<file path="src/rtl/sr_latch_driver.sv">
// sr_latch_driver: registered, mutually exclusive S/R pulse driver with dead time and shadow state.
// Optional latch readback fault check is enabled by defining SR_READBACK_EN.
module sr_latch_driver #(
    parameter int PULSE_W = 4,
    parameter int DEAD_W  = 2
) (
    input  logic       i_clk,
    input  logic       i_rst,
    input  logic       i_valid,
    input  logic [1:0] i_cmd,
`ifdef SR_READBACK_EN
    input  logic       i_q_fb,
    output logic       o_fault,
`endif
    output logic       o_ready,
    output logic       o_s,
    output logic       o_r,
    output logic       o_q_shadow,
    output logic       o_busy
);
    localparam int MAXV = (PULSE_W > DEAD_W) ? PULSE_W : DEAD_W;
    localparam int CW = $clog2(MAXV + 1);
    localparam logic [1:0] S_IDLE = 2'd0, S_PULSE = 2'd1, S_DEAD = 2'd2;
    logic [1:0]    r_state;
    logic [CW-1:0] r_cnt;
    logic          r_s, r_r, r_q;
    logic          w_acc, w_set, w_done;
    assign w_acc  = i_valid && (r_state == S_IDLE) && (i_cmd != 2'b00);
    // TOGGLE resolves against the shadow at the acceptance edge
    assign w_set  = (i_cmd == 2'b01) || ((i_cmd == 2'b11) && !r_q);
    assign w_done = (r_cnt == '0);
    always_ff @(posedge i_clk) begin
        if (i_rst) begin
            r_state <= S_IDLE;
            r_cnt   <= '0;
            r_s     <= 1'b0;
            r_r     <= 1'b0;
            r_q     <= 1'b0;
        end else begin
            case (r_state)
                S_IDLE: if (w_acc) begin
                    r_state <= S_PULSE;
                    r_cnt   <= CW'(PULSE_W - 1);
                    r_s     <= w_set;
                    r_r     <= !w_set;
                end
                S_PULSE: if (w_done) begin
                    r_s     <= 1'b0;
                    r_r     <= 1'b0;
                    r_q     <= r_s;
                    r_state <= (DEAD_W > 0) ? S_DEAD : S_IDLE;
                    r_cnt   <= CW'((DEAD_W > 0) ? DEAD_W - 1 : 0);
                end else begin
                    r_cnt <= r_cnt - 1'b1;
                end
                S_DEAD: if (w_done) r_state <= S_IDLE;
                        else r_cnt <= r_cnt - 1'b1;
                default: r_state <= S_IDLE;
            endcase
        end
    end
    assign o_ready    = (r_state == S_IDLE);
    assign o_busy     = (r_state != S_IDLE);
    assign o_s        = r_s;
    assign o_r        = r_r;
    assign o_q_shadow = r_q;
`ifdef SR_READBACK_EN
    logic r_post, r_fault, w_chk;
    // with no dead time the compare happens in the first idle cycle after the pulse
    assign w_chk = (DEAD_W > 0) ? ((r_state == S_DEAD) && w_done) : r_post;
    always_ff @(posedge i_clk) begin
        if (i_rst) begin
            r_post  <= 1'b0;
            r_fault <= 1'b0;
        end else begin
            r_post <= (r_state == S_PULSE) && w_done;
            if (w_chk && (i_q_fb != r_q)) r_fault <= 1'b1;
        end
    end
    assign o_fault = r_fault;
`endif
endmodule

</file>
<file path="config.mk">
export PLATFORM = sky130hd
export DESIGN_NAME = sr_latch_driver
export DESIGN_NICKNAME = d
export VERILOG_FILES = /design/src/rtl/sr_latch_driver.sv
export SDC_FILE = /design/constraint.sdc
export NUM_CORES = 1
export LEC_CHECK = 0
export ABC_AREA = 1
export CORE_AREA = 2 2 39 41
export DETAILED_ROUTE_END_ITERATION = 12
export DIE_AREA = 0 0 41 43
export PLACE_DENSITY_LB_ADDON = 0.12
export SLEW_MARGIN = 10
export SYNTH_ARGS = -nofsm -noshare
export SYNTH_HDL_FRONTEND = slang
export SYNTH_SLANG_ARGS = --single-unit
export TNS_END_PERCENT = 50
</file>
<file path="constraint.sdc">
create_clock -name i_clk -period 2.9 [get_ports i_clk]
set_clock_uncertainty 0.05 [all_clocks]
set_input_delay 0.87 -clock i_clk [delete_from_list [all_inputs] [get_ports i_clk]]
set_output_delay 0.87 -clock i_clk [all_outputs]
set_load 0.02 [all_outputs]
</file>
== After elaboration in Yosys (flattened, before gate mapping) ==
Index checks and enable logic that the tools add are counted.

* Input bits: 5
* Word-level logic and storage cells: 43
* Output and inout bits: 5
* Register bits: 8

* Equal/unequal tests: 8
* Add/sub/neg operators: 1
* Reductions and logical operators: 16
* Multiplexer cells: 13

{| class="wikitable"
|+ Operators by type and width
! kind !! number
|-
| $mux W3 || 3
|-
| $pmux W3 S3 || 1
|-
| $reduce_and A3 Y1 || 3
|-
| $mux W2 || 3
|-
| $ne A2 B2 Y1 const B || 3
|-
| $pmux W2 S3 || 1
|-
| $reduce_bool A2 Y1 || 3
|-
| $eq A2 B1 Y1 const B || 2
|-
| $eq A2 B2 Y1 const B || 2
|-
| $pmux W1 S2 || 2
|-
| $logic_and A1 B1 Y1 || 3
|-
| $logic_not A3 Y1 || 1
|-
| $mux W1 || 3
|-
| $reduce_bool A3 Y1 || 1
|-
| $sub A3 B1 Y3 const B || 1
|-
| $logic_not A1 Y1 || 2
|-
| $logic_not A2 Y1 || 1
|-
| $ne A2 B1 Y1 const B || 1
|-
| $reduce_and A2 Y1 || 1
|-
| $logic_or A1 B1 Y1 || 1
|}

== Depth between registers and ports, before layout ==
Gate-level depths: netlist of the first run.

* Depth after elaboration: 6
* Gate-level depth with buffers: 9
* Depth with buffers taken out: 9

== Least setup slack after synthesis of the first run ==
OpenSTA, ideal clock, no wires.

* Path kind: register to output
* Start: register r_state[0]
* End: output o_busy
* Required time: 1980 ps
* Path buffers: 0
* Path slack: 1051 ps
* Cell stages (with the launch flop): 4
* Arrival: 929 ps
* Cells stage by stage: dfxtp_1 -> inv_1 -> ha_1 -> inv_1

* Cells in the longest elaborated chain, start to end: 1

{| class="wikitable"
|+ Ends and longest elaborated chain
! element !! line !! source
|-
| start: declaration || 24 || <nowiki>logic [1:0] r_state;</nowiki>
|-
| start signal: assignment || 51 || <nowiki>r_state <= (DEAD_W > 0) ? S_DEAD : S_IDLE;</nowiki>
|-
| $reduce_bool A2 Y1 || 63 || <nowiki>assign o_busy = (r_state != S_IDLE);</nowiki>
|-
| end: declaration || 19 || <nowiki>output logic o_busy</nowiki>
|}

No other way between the ends.

== Worst setup path after layout of the first run ==
Ends and elaborated chain as after synthesis.

==> flow_summary.json, run 1 <==
{
  "status": "completed",
  "syn_area_per_cell_um2": 6.890,
  "die_x_um": 41,
  "numPortBuffers": 9,
  "drive_above_1_share": 0.1111,
  "wirelength_met1_um": 461,
  "grt_util_all_layers": 0.1532,
  "setup_viol": 0,
  "die_area_mm2": 0.001763,
  "grt_pass1_wl_mm": 1.821,
  "antenna_found_initial": 0,
  "fin_total_pwr_uw": 683.5,
  "max-cap-violations": 0,
  "synth_cell_type_count": 15,
  "clk_pin_slew_worst_paths_ns": 0.06,
  "via_per_inst": 4.651,
  "required_ns": 1.98,
  "layout_min_cycle_time_ns": 2.552,
  "area_growth_syn_to_layout_pct": 22.30,
  "tritoncts": "built",
  "nNetsFinal": 104,
  "synth_nets": 91,
  "grt_max_degree": 11,
  "dpl.hpwl_um": 865.1,
  "cts_made_buffers": 3,
  "grt_pass1_vias": 466,
  "cp-start-kind": "flop",
  "hp-start": "o_r",
  "ant_nets": 0,
  "cts_sinks": 8,
  "insertion_delay_ns": 0.25,
  "postCtsSetupBuffers": 0,
  "drtIter0Drc": 8,
  "initial_core_util": 0.3933,
  "avgRoutedWirePerCell_um": 9.679,
  "synth_warnings": 0,
  "clockBufferDepth": 2,
  "hold_violations": 0,
  "io_pins": 10,
  "power.density_mw_per_mm2": 1027,
  "max_freq_ghz": 0.3918,
  "slew_headroom": 0.7774,
  "rsz0062_at_grt": "no",
  "end_kind": "output pin",
  "fp-row-count": 14,
  "ys_seq_area_frac": 0.2943,
  "hold_path_class": "reg -> reg",
  "route.met3.wl_um": 39,
  "route.detailed.drc": 0,
  "r2r-start": "r_state[1]",
  "routed_wl_mm": 1.026,
  "drt_first_pass_iters": 4,
  "core_mm2": 0.001384,
  "synth-seq-cells": 8,
  "crit_type": "reg -> out",
  "post_cts_resized": 0,
  "cp-startpoint": "r_state[0]",
  "ir_drop_mv": 0.4305,
  "num-fill-cells": 151,
  "met2WireLength_um": 516,
  "drv_slew": 0,
  "p_leak_uw": 0.0003132,
  "diodes": 0,
  "crit_arrival_ns": 1.63,
  "gp_congestion": 0.7064,
  "rr_endpoint": "o_s",
  "critPathMaxFanout": 4,
  "syn_inst": 79,
  "endpoint": "o_busy",
  "grt_remaining_overflow": 0,
  "synth_area_um2": 544.3,
  "finalSetupTns_ns": 0,
  "holdBufCountCts": 0,
  "regToRegSetupSlack_ns": 1.50,
  "fp.dieH_um": 43,
  "worst-r2r-cell-count": 7,
  "vias": 493,
  "cts-htree-levels": 1,
  "period_share": 0.8800,
  "routed.top_layer": "met4",
  "worst_pin_slew_ns": 0.3339,
  "cts.root.buffer_cell": "clkbuf_4"
}
==> layout by cell type (no fill, tap or decap) <==
cell type         n
nand2_1          20
inv_1            11
nand3_1           9
clkdlybuf4s50_1   9
dfxtp_1           8
a21oi_1           7
ha_1              7
nor2_1            6
clkbuf_4          3
o21ai_2           2
nand2_2           2
o21ai_0           2
inv_2             1
a21boi_0          1
nor2_2            1
a21oi_2           1
==> worst max-delay path, stage by stage (launching register included) <==
cell	delay, ns
dfxtp_1	0.38
inv_1	0.09
ha_1	0.25
inv_1	0.06
clkdlybuf4s50_1	0.59
==> how the worst min path moves through the flow <==
stage | to | slack (ns) | depth (start not counted)
finish | o_r | 0.41 | 2
global placement | o_r | 0.40 | 2
detailed placement | o_r | 0.41 | 2
CTS | o_r | 0.42 | 2
floorplan | r_state[1] | 0.42 | 2
global route | o_q_shadow | 0.44 | 2
==> cell type report <==
class                           instances  area (um^2)  share of cell area
Tap cell                               16        20.02             0.03008
Multi-Input combinational cell         58        327.8              0.4925
Timing Repair Buffer                    9        90.09              0.1353
Inverter                               12        45.04             0.06767
Clock buffer                            3        22.52             0.03383
Sequential cell                         8        160.2              0.2406
==> per-layer routing <==
metal | GRT usage | up-vias
met2 | 0.2313 | 6
met5 | 0 | -
li1 | - | 275
met4 | 0.08000 | 0
met3 | 0.03665 | 2
met1 | 0.1922 | 210
==> through the flow <==
step | hold WS, ns | area (um^2) | setup WS, ns | utilization | cells
2_1_floorplan | 0.4158 | 544.3 | 1.051 | - | 79
3_3_place_gp | 0.4011 | 643.1 | 0.6403 | 0.4647 | 103
3_5_place_dp | 0.4062 | 643.1 | 0.6060 | 0.4647 | 103
4_1_cts | 0.4172 | 665.6 | 0.3253 | 0.4810 | 106
5_1_grt | 0.4394 | 665.6 | 0.2507 | 0.4810 | 106
6_report | 0.4111 | 665.6 | 0.3479 | 0.4810 | 106
==> Yosys cell counts, drive strengths merged <==
library cell	instances	area, um^2
nand3	9	45.04
nor2	7	28.78
nand2	22	87.58
dfxtp	8	160.2
buf	1	11.26
a21boi	1	7.510
o21ai	4	27.53
a21oi	8	43.79
ha	7	87.58
inv	12	45.04
==> power breakdown <==
part           internal (uW)  switching, uW
Sequential               153           24.8
Clock                   47.6           40.7
Combinational            172            245
Total                    373            311
==> logic make-up after synthesis <==
| group | share of synthesized area |
|---|---|
| compound gates | 0.1448 |
| fa+ha+maj | 0.1609 |
| buf+inv | 0.1034 |
| flops | 0.2942 |
| simple gates | 0.2965 |
==> state kept, by name, summed over array words and instances, names as in the netlist <==
name and flops:
o_r 1, o_q_shadow 1, o_s 1, r_state 2, r_cnt 3
Note: power is estimated with default switching activity, not from simulation.
==> inputs of run 2 (changes only) <==
--- a/config.mk
+++ b/config.mk
@@ -6,9 +6,11 @@
 export NUM_CORES = 1
 export LEC_CHECK = 0
 export ABC_AREA = 1
+export CAP_MARGIN = 10
 export CORE_AREA = 2 2 39 41
 export DETAILED_ROUTE_END_ITERATION = 12
 export DIE_AREA = 0 0 41 43
+export MAX_ROUTING_LAYER = met4
 export PLACE_DENSITY_LB_ADDON = 0.12
 export SLEW_MARGIN = 10
 export SYNTH_ARGS = -nofsm -noshare
==> constraint.sdc (replaced) <==
create_clock -name i_clk -period 2.9 [get_ports i_clk]
set_clock_uncertainty 0.05 [all_clocks]
set_input_delay 0.58 -clock i_clk [delete_from_list [all_inputs] [get_ports i_clk]]
set_output_delay 0.58 -clock i_clk [all_outputs]
set_load 0.02 [all_outputs]
==> flow_summary.json, run 2 (synthesized netlist as in run 1, its figures left out) <==
{
  "avgRoutedWirePerCell_um": 9.632,
  "postCtsSetupBuffers": 0,
  "max-cap-violations": 0,
  "routed_wl_mm": 1.021,
  "end_kind": "output pin",
  "hold_violations": 0,
  "hold_path_class": "reg -> reg",
  "regToRegSetupSlack_ns": 1.50,
  "period_share": 0.7798,
  "route.detailed.drc": 0,
  "grt_max_degree": 11,
  "drt_first_pass_iters": 4,
  "fp-row-count": 14,
  "cts.root.buffer_cell": "clkbuf_4",
  "worst_pin_slew_ns": 0.3339,
  "ir_drop_mv": 0.4301,
  "top_register": "r_cnt",
  "max_freq_ghz": 0.4422,
  "drive_above_1_share": 0.1111,
  "cts_sinks": 8,
  "cp-startpoint": "r_state[0]",
  "postLayoutCoreUtil": 0.4810,
  "vias": 494,
  "insertion_delay_ns": 0.25,
  "critPathMaxFanout": 4,
  "drv_slew": 0,
  "p_leak_uw": 0.0003132,
  "gp_congestion": 0.7143,
  "r2r-start": "r_state[1]",
  "core_mm2": 0.001384,
  "ant_nets": 0,
  "crit_type": "reg -> out",
  "via_per_inst": 4.660,
  "cp-start-kind": "flop",
  "hp-start": "o_r",
  "status": "completed",
  "antenna_found_initial": 0,
  "crit_arrival_ns": 1.63,
  "grt_util_all_layers": 0.1570,
  "grt_pass1_wl_mm": 1.828,
  "rsz0062_at_grt": "no",
  "dpl.hpwl_um": 865.1,
  "clockBufferDepth": 2,
  "layout_min_cycle_time_ns": 2.261,
  "io_pins": 10,
  "tritoncts": "built",
  "cts_made_buffers": 3,
  "post_cts_resized": 0,
  "layout_commonest_cell": "nand2_1",
  "nNetsFinal": 104,
  "drtIter0Drc": 4,
  "required_ns": 2.27,
  "grt_pass1_vias": 466,
  "die_area_mm2": 0.001763,
  "finalSetupTns_ns": 0,
  "setup_viol": 0,
  "cts-htree-levels": 1,
  "holdBufCountCts": 0,
  "fp.dieH_um": 43,
  "clk_pin_slew_worst_paths_ns": 0.06,
  "numPortBuffers": 9,
  "initial_core_util": 0.3933,
  "power.density_mw_per_mm2": 1026,
  "die_x_um": 41,
  "diodes": 0,
  "largest_register_ffs": 3,
  "top_regs": "r_cnt x3, r_state x2",
  "slew_headroom": 0.7774,
  "grt_remaining_overflow": 0,
  "area_growth_syn_to_layout_pct": 22.30,
  "most-common-layout-cells": "20 x nand2_1, 11 x inv_1, 9 x nand3_1, 9 x clkdlybuf4s50_1, 8 x dfxtp_1"
}
run 2: cell counts in the layout (fill, tap and decap cells not counted):
No cell type changed its count.
run 2: worst paths after layout:
kind,endpoint,cells past startpoint
min,o_r,2
max,o_busy,4
max reg2reg,o_s,7
min reg2reg,o_r,2
run 2: area by class of cell:
cell class	count	area, um^2
Timing Repair Buffer	9	90.09
Tap cell	16	20.02
Fill cell	151	718.2
Inverter	12	45.04
Sequential cell	8	160.2
Clock buffer	3	22.52
Multi-Input combinational cell	58	327.8
run 2: power by group:
part	internal [uW]	switching, uW	total [uW]
Sequential	153	24.8	178
Clock	47.6	40.5	88.0
Combinational	172	245	417
Total	373	310	683
run 2: metrics by stage:
step	area (um^2)	total power, uW	hold WS [ns]	setup WS [ns]	std cells
global placement	643.1	601.5	0.4011	0.9303	103
finish	665.6	683.0	0.4111	0.6386	106
CTS	665.6	696.7	0.4172	0.6153	106
floorplan	544.3	495.4	0.4158	1.341	79
detailed placement	643.1	604.6	0.4062	0.8960	103
global route	665.6	761.8	0.4394	0.5407	106
run 2: metal layers:
metal	track usage	routed length, um	up-vias
met1	0.1954	475	213
met3	0.03141	27	2
met5	-	0	-
met4	0.08000	9	0
li1	-	-	275
met2	0.2313	508	4
run 2: worst max-delay path, stage by stage, from the launching register on:
cell	delay (ns)
dfxtp_1	0.38
inv_1	0.09
ha_1	0.25
inv_1	0.06
clkdlybuf4s50_1	0.59
==> RTL change 1: new RTL, flow settings as in run 1 <==
Add a define of `SR_READBACK_EN`.
--- a/src/rtl/sr_latch_driver.sv
+++ b/src/rtl/sr_latch_driver.sv
@@ -1,4 +1,6 @@
 // sr_latch_driver: registered, mutually exclusive S/R pulse driver with dead time and shadow state.
 // Optional latch readback fault check is enabled by defining SR_READBACK_EN.
+`define SR_READBACK_EN
+
 module sr_latch_driver #(
     parameter int PULSE_W = 4,
Ports: changed (added i_q_fb and o_fault); port bits go from 10 to 12. No check against the original RTL was run, so the function may have changed too.
==> RTL change 1 against run 1 <==
Register-to-register slack got worse by 0.04 ns. Setup slack barely moved. Routed wire length rose by 6.9%. Critical endpoint unchanged. Highest routed layer unchanged. Core utilization rose by 4.4 points. Cell area rose by 9.2%. Total power fell by 2.8%. Sequential cell count rose by 1. Area after synthesis rose by 6.9%.
==> RTL change 1: results (changes against run 1) <==
Status
  – Status: finished clean (unchanged)

Synthesis
  – Yosys cell types: 17 (was 15)
  – Adder-Cell Fraction of Synth Area: 15.1% (was 16.1%)
  – Post-synth top cells: 22 x nand2_1, 12 x inv_1, 9 x dfxtp_1, 9 x nand3_1 (was 20 x nand2_1, 11 x inv_1, 9 x nand3_1)
  – Ranking of synthesized cells by area: dfxtp_1 31%, ha_1 15%, nand2_1 14% (was dfxtp_1 29%, ha_1 16%, nand2_1 14%)
  – Total nets after synthesis: 97 (was 91)
  – Post-Synth XOR/XNOR Area: 1.51% (was 0%)
  – Post-synthesis sequential area ratio: 31.0% (was 29.4%)
  – Avg Cell Area, Syn: 6.93 µm² (was 6.89 µm²)
  – Synth Area in Compound Gates: 13.1% (was 14.5%)

Placement
  – Hpwl dp: 862 µm (was 865 µm)
  – Placed Cells: 110 (was 103)
  – Dpl cell area: 701 µm² (was 643 µm²)
  – Routability Congestion: 0.740 (was 0.706)
  – Port bufs: 11 (was 9)
  – Setup WS pre-CTS: 0.621 ns (was 0.606 ns)

Final layout
  – Non-clk buf share: 15.1% (was 13.5%)
  – Area of the multi-input gates: 345 µm² (was 328 µm²)
  – Final instance area: 727 µm² (was 666 µm²)
  – Multi-input combinational gate total: 62 (was 58)
  – Fillers: 146 (was 151)
  – Share of cells above drive strength 1: 8.16% (was 11.1%)

Power
  – Leakage: 0.341 nW (was 0.313 nW)
  – IR Drop Worst-Case VDD: 0.370 mV (was 0.430 mV)
  – PD cells: 914 nW/µm² (was 1030 nW/µm²)
  – Switching Share: 44.8% (was 45.5%)

GRT
  – GRT Util Overall: 15.2% (was 15.3%)
  – Number of global-route vias before repair: 485 (was 466)

Routing
  – DR vias: 544 (was 493)
  – Routed WL: 1.10 mm (was 1.03 mm)
  – Wire per inst: 9.62 µm (was 9.68 µm)

Critical path
  – R2r setup slk: 1.46 ns (was 1.50 ns)

Timing
  – Hold_ws: 0.412 ns (was 0.411 ns)

CTS
  – CTS Sinks: 9 (was 8)
RTL change 1: how the worst max path moves through the flow:
stage | startpoint | endpoint | slack [ns] | cells after the start
floorplan | r_state[0]$_SDFFE_PP0P_ | o_busy | 1.05 | 3
global placement | r_state[0]$_SDFFE_PP0P_ | o_busy | 0.65 | 4
detailed placement | r_state[0]$_SDFFE_PP0P_ | o_busy | 0.62 | 4
CTS | r_state[0]$_SDFFE_PP0P_ | o_busy | 0.33 | 4
global route | r_state[0]$_SDFFE_PP0P_ | o_busy | 0.23 | 4
finish | r_state[0]$_SDFFE_PP0P_ | o_busy | 0.35 | 4
RTL change 1: layer usage:
| layer | vias up | wire length [µm] | GRT usage [%] |
|---|---|---|---|
| li1 | 296 | - | - |
| met1 | 232 | 539 | 19.5 |
| met2 | 12 | 497 | 21.9 |
| met3 | 4 | 36 | 3.14 |
| met4 | 0 | 23 | 10.0 |
| met5 | - | 0 | 0 |
==> RTL change 2: new RTL, config.mk and constraints of run 1 <==
Without the edit above. Change the parameter `DEAD_W` from 2 to 4.
--- a/src/rtl/sr_latch_driver.sv
+++ b/src/rtl/sr_latch_driver.sv
@@ -3,5 +3,5 @@
 module sr_latch_driver #(
     parameter int PULSE_W = 4,
-    parameter int DEAD_W  = 2
+    parameter int DEAD_W  = 4
 ) (
     input  logic       i_clk,
Formal check against the unedited RTL: not equivalent (a bounded check fails within 10 cycles, from zero or initial values and one cycle with i_rst high).
==> RTL change 2 against run 1 <==
Area after synthesis is 0.46% higher. Sequential cell count stayed put. Worst hold slack worse by 0.0025 ns. Cell area grew 0.38%. Setup slack lost 0.0098 ns. Routed wire length hardly changed. Maximum frequency fell by 0.38%. Non-clock buffer count unchanged. Total power rose by 1.1%. Sequential power about the same. Largest power group unchanged.
==> RTL change 2: results (changes against run 1) <==
GRT
  – Largest net degree at the start of global routing: 10 (was 11)
  – Global Route met2 Usage: 21.6% (was 23.1%)
  – M3 GR Usage: 4.71% (was 3.66%)
  – M1 GR Usage: 16.9% (was 19.2%)
  – GRT Util Overall: 14.3% (was 15.3%)
  – First-pass GRT wire length: 1.66 mm (was 1.82 mm)

Routing
  – M1 WL: 498 µm (was 461 µm)
  – Metal2 WL: 453 µm (was 516 µm)
  – Routed met3 length: 63 µm (was 39 µm)
  – Number of DRC markers in iteration 0: 4 (was 8)
  – DR vias: 495 (was 493)
  – DR pass1 iterations: 2 (was 4)

Synthesis
  – Ranking of synthesized cells by area: dfxtp_1 29%, ha_1 16%, nand2_1 12% (was dfxtp_1 29%, ha_1 16%, nand2_1 14%)
  – Synth Instances: 78 (was 79)

Final layout
  – Share of cells above drive strength 1: 12.4% (was 11.1%)
  – Final instance area: 668 µm² (was 666 µm²)
  – Fillers: 152 (was 151)
  – Nets: 103 (was 104)

Status
  – Status: finished clean (unchanged)

Timing
  – Worst setup margin: 0.338 ns (was 0.348 ns)
  – Hold_ws: 0.409 ns (was 0.411 ns)

Placement
  – Setup WS pre-CTS: 0.602 ns (was 0.606 ns)
  – Hpwl dp: 825 µm (was 865 µm)

Min path
  – Min-Delay Endpoint: o_q_shadow$_SDFFE_PP0P_ (was o_r$_SDFFE_PP0P_)

Critical path
  – R2r setup slk: 1.48 ns (was 1.50 ns)

Power
  – Leakage: 0.306 nW (was 0.313 nW)
  – Power share of the sequential group: 25.8% (was 26.0%)
RTL change 2: changes by cell type in the layout (fill, tap and decap cells not counted), sizes merged:
| cell | run 1 | this run |
|---|---|---|
| a21oi | 8 | 7 |
| nand2 | 22 | 21 |
| nand3 | 9 | 8 |
| nor2 | 7 | 8 |
| o211ai | 0 | 2 |
| o21ai | 4 | 3 |
RTL change 2: area by class of cell:
class | count | share of cell area [%]
Multi-Input combinational cell | 57 | 49.4
Sequential cell | 8 | 24.0
Timing Repair Buffer | 9 | 13.5
Inverter | 12 | 6.74
Clock buffer | 3 | 3.37
Tap cell | 16 | 3.00
RTL change 2: cells by family after synthesis:
family                   after synthesis  share of synthesized area, %
AND/OR/NAND/NOR                       37                          29.1
AO/OA/AOI/OAI                         13                          15.3
buffers and inverters                 13                          10.3
flip-flops                             8                          29.3
adder cells (fa/ha/maj)                7                          16.0
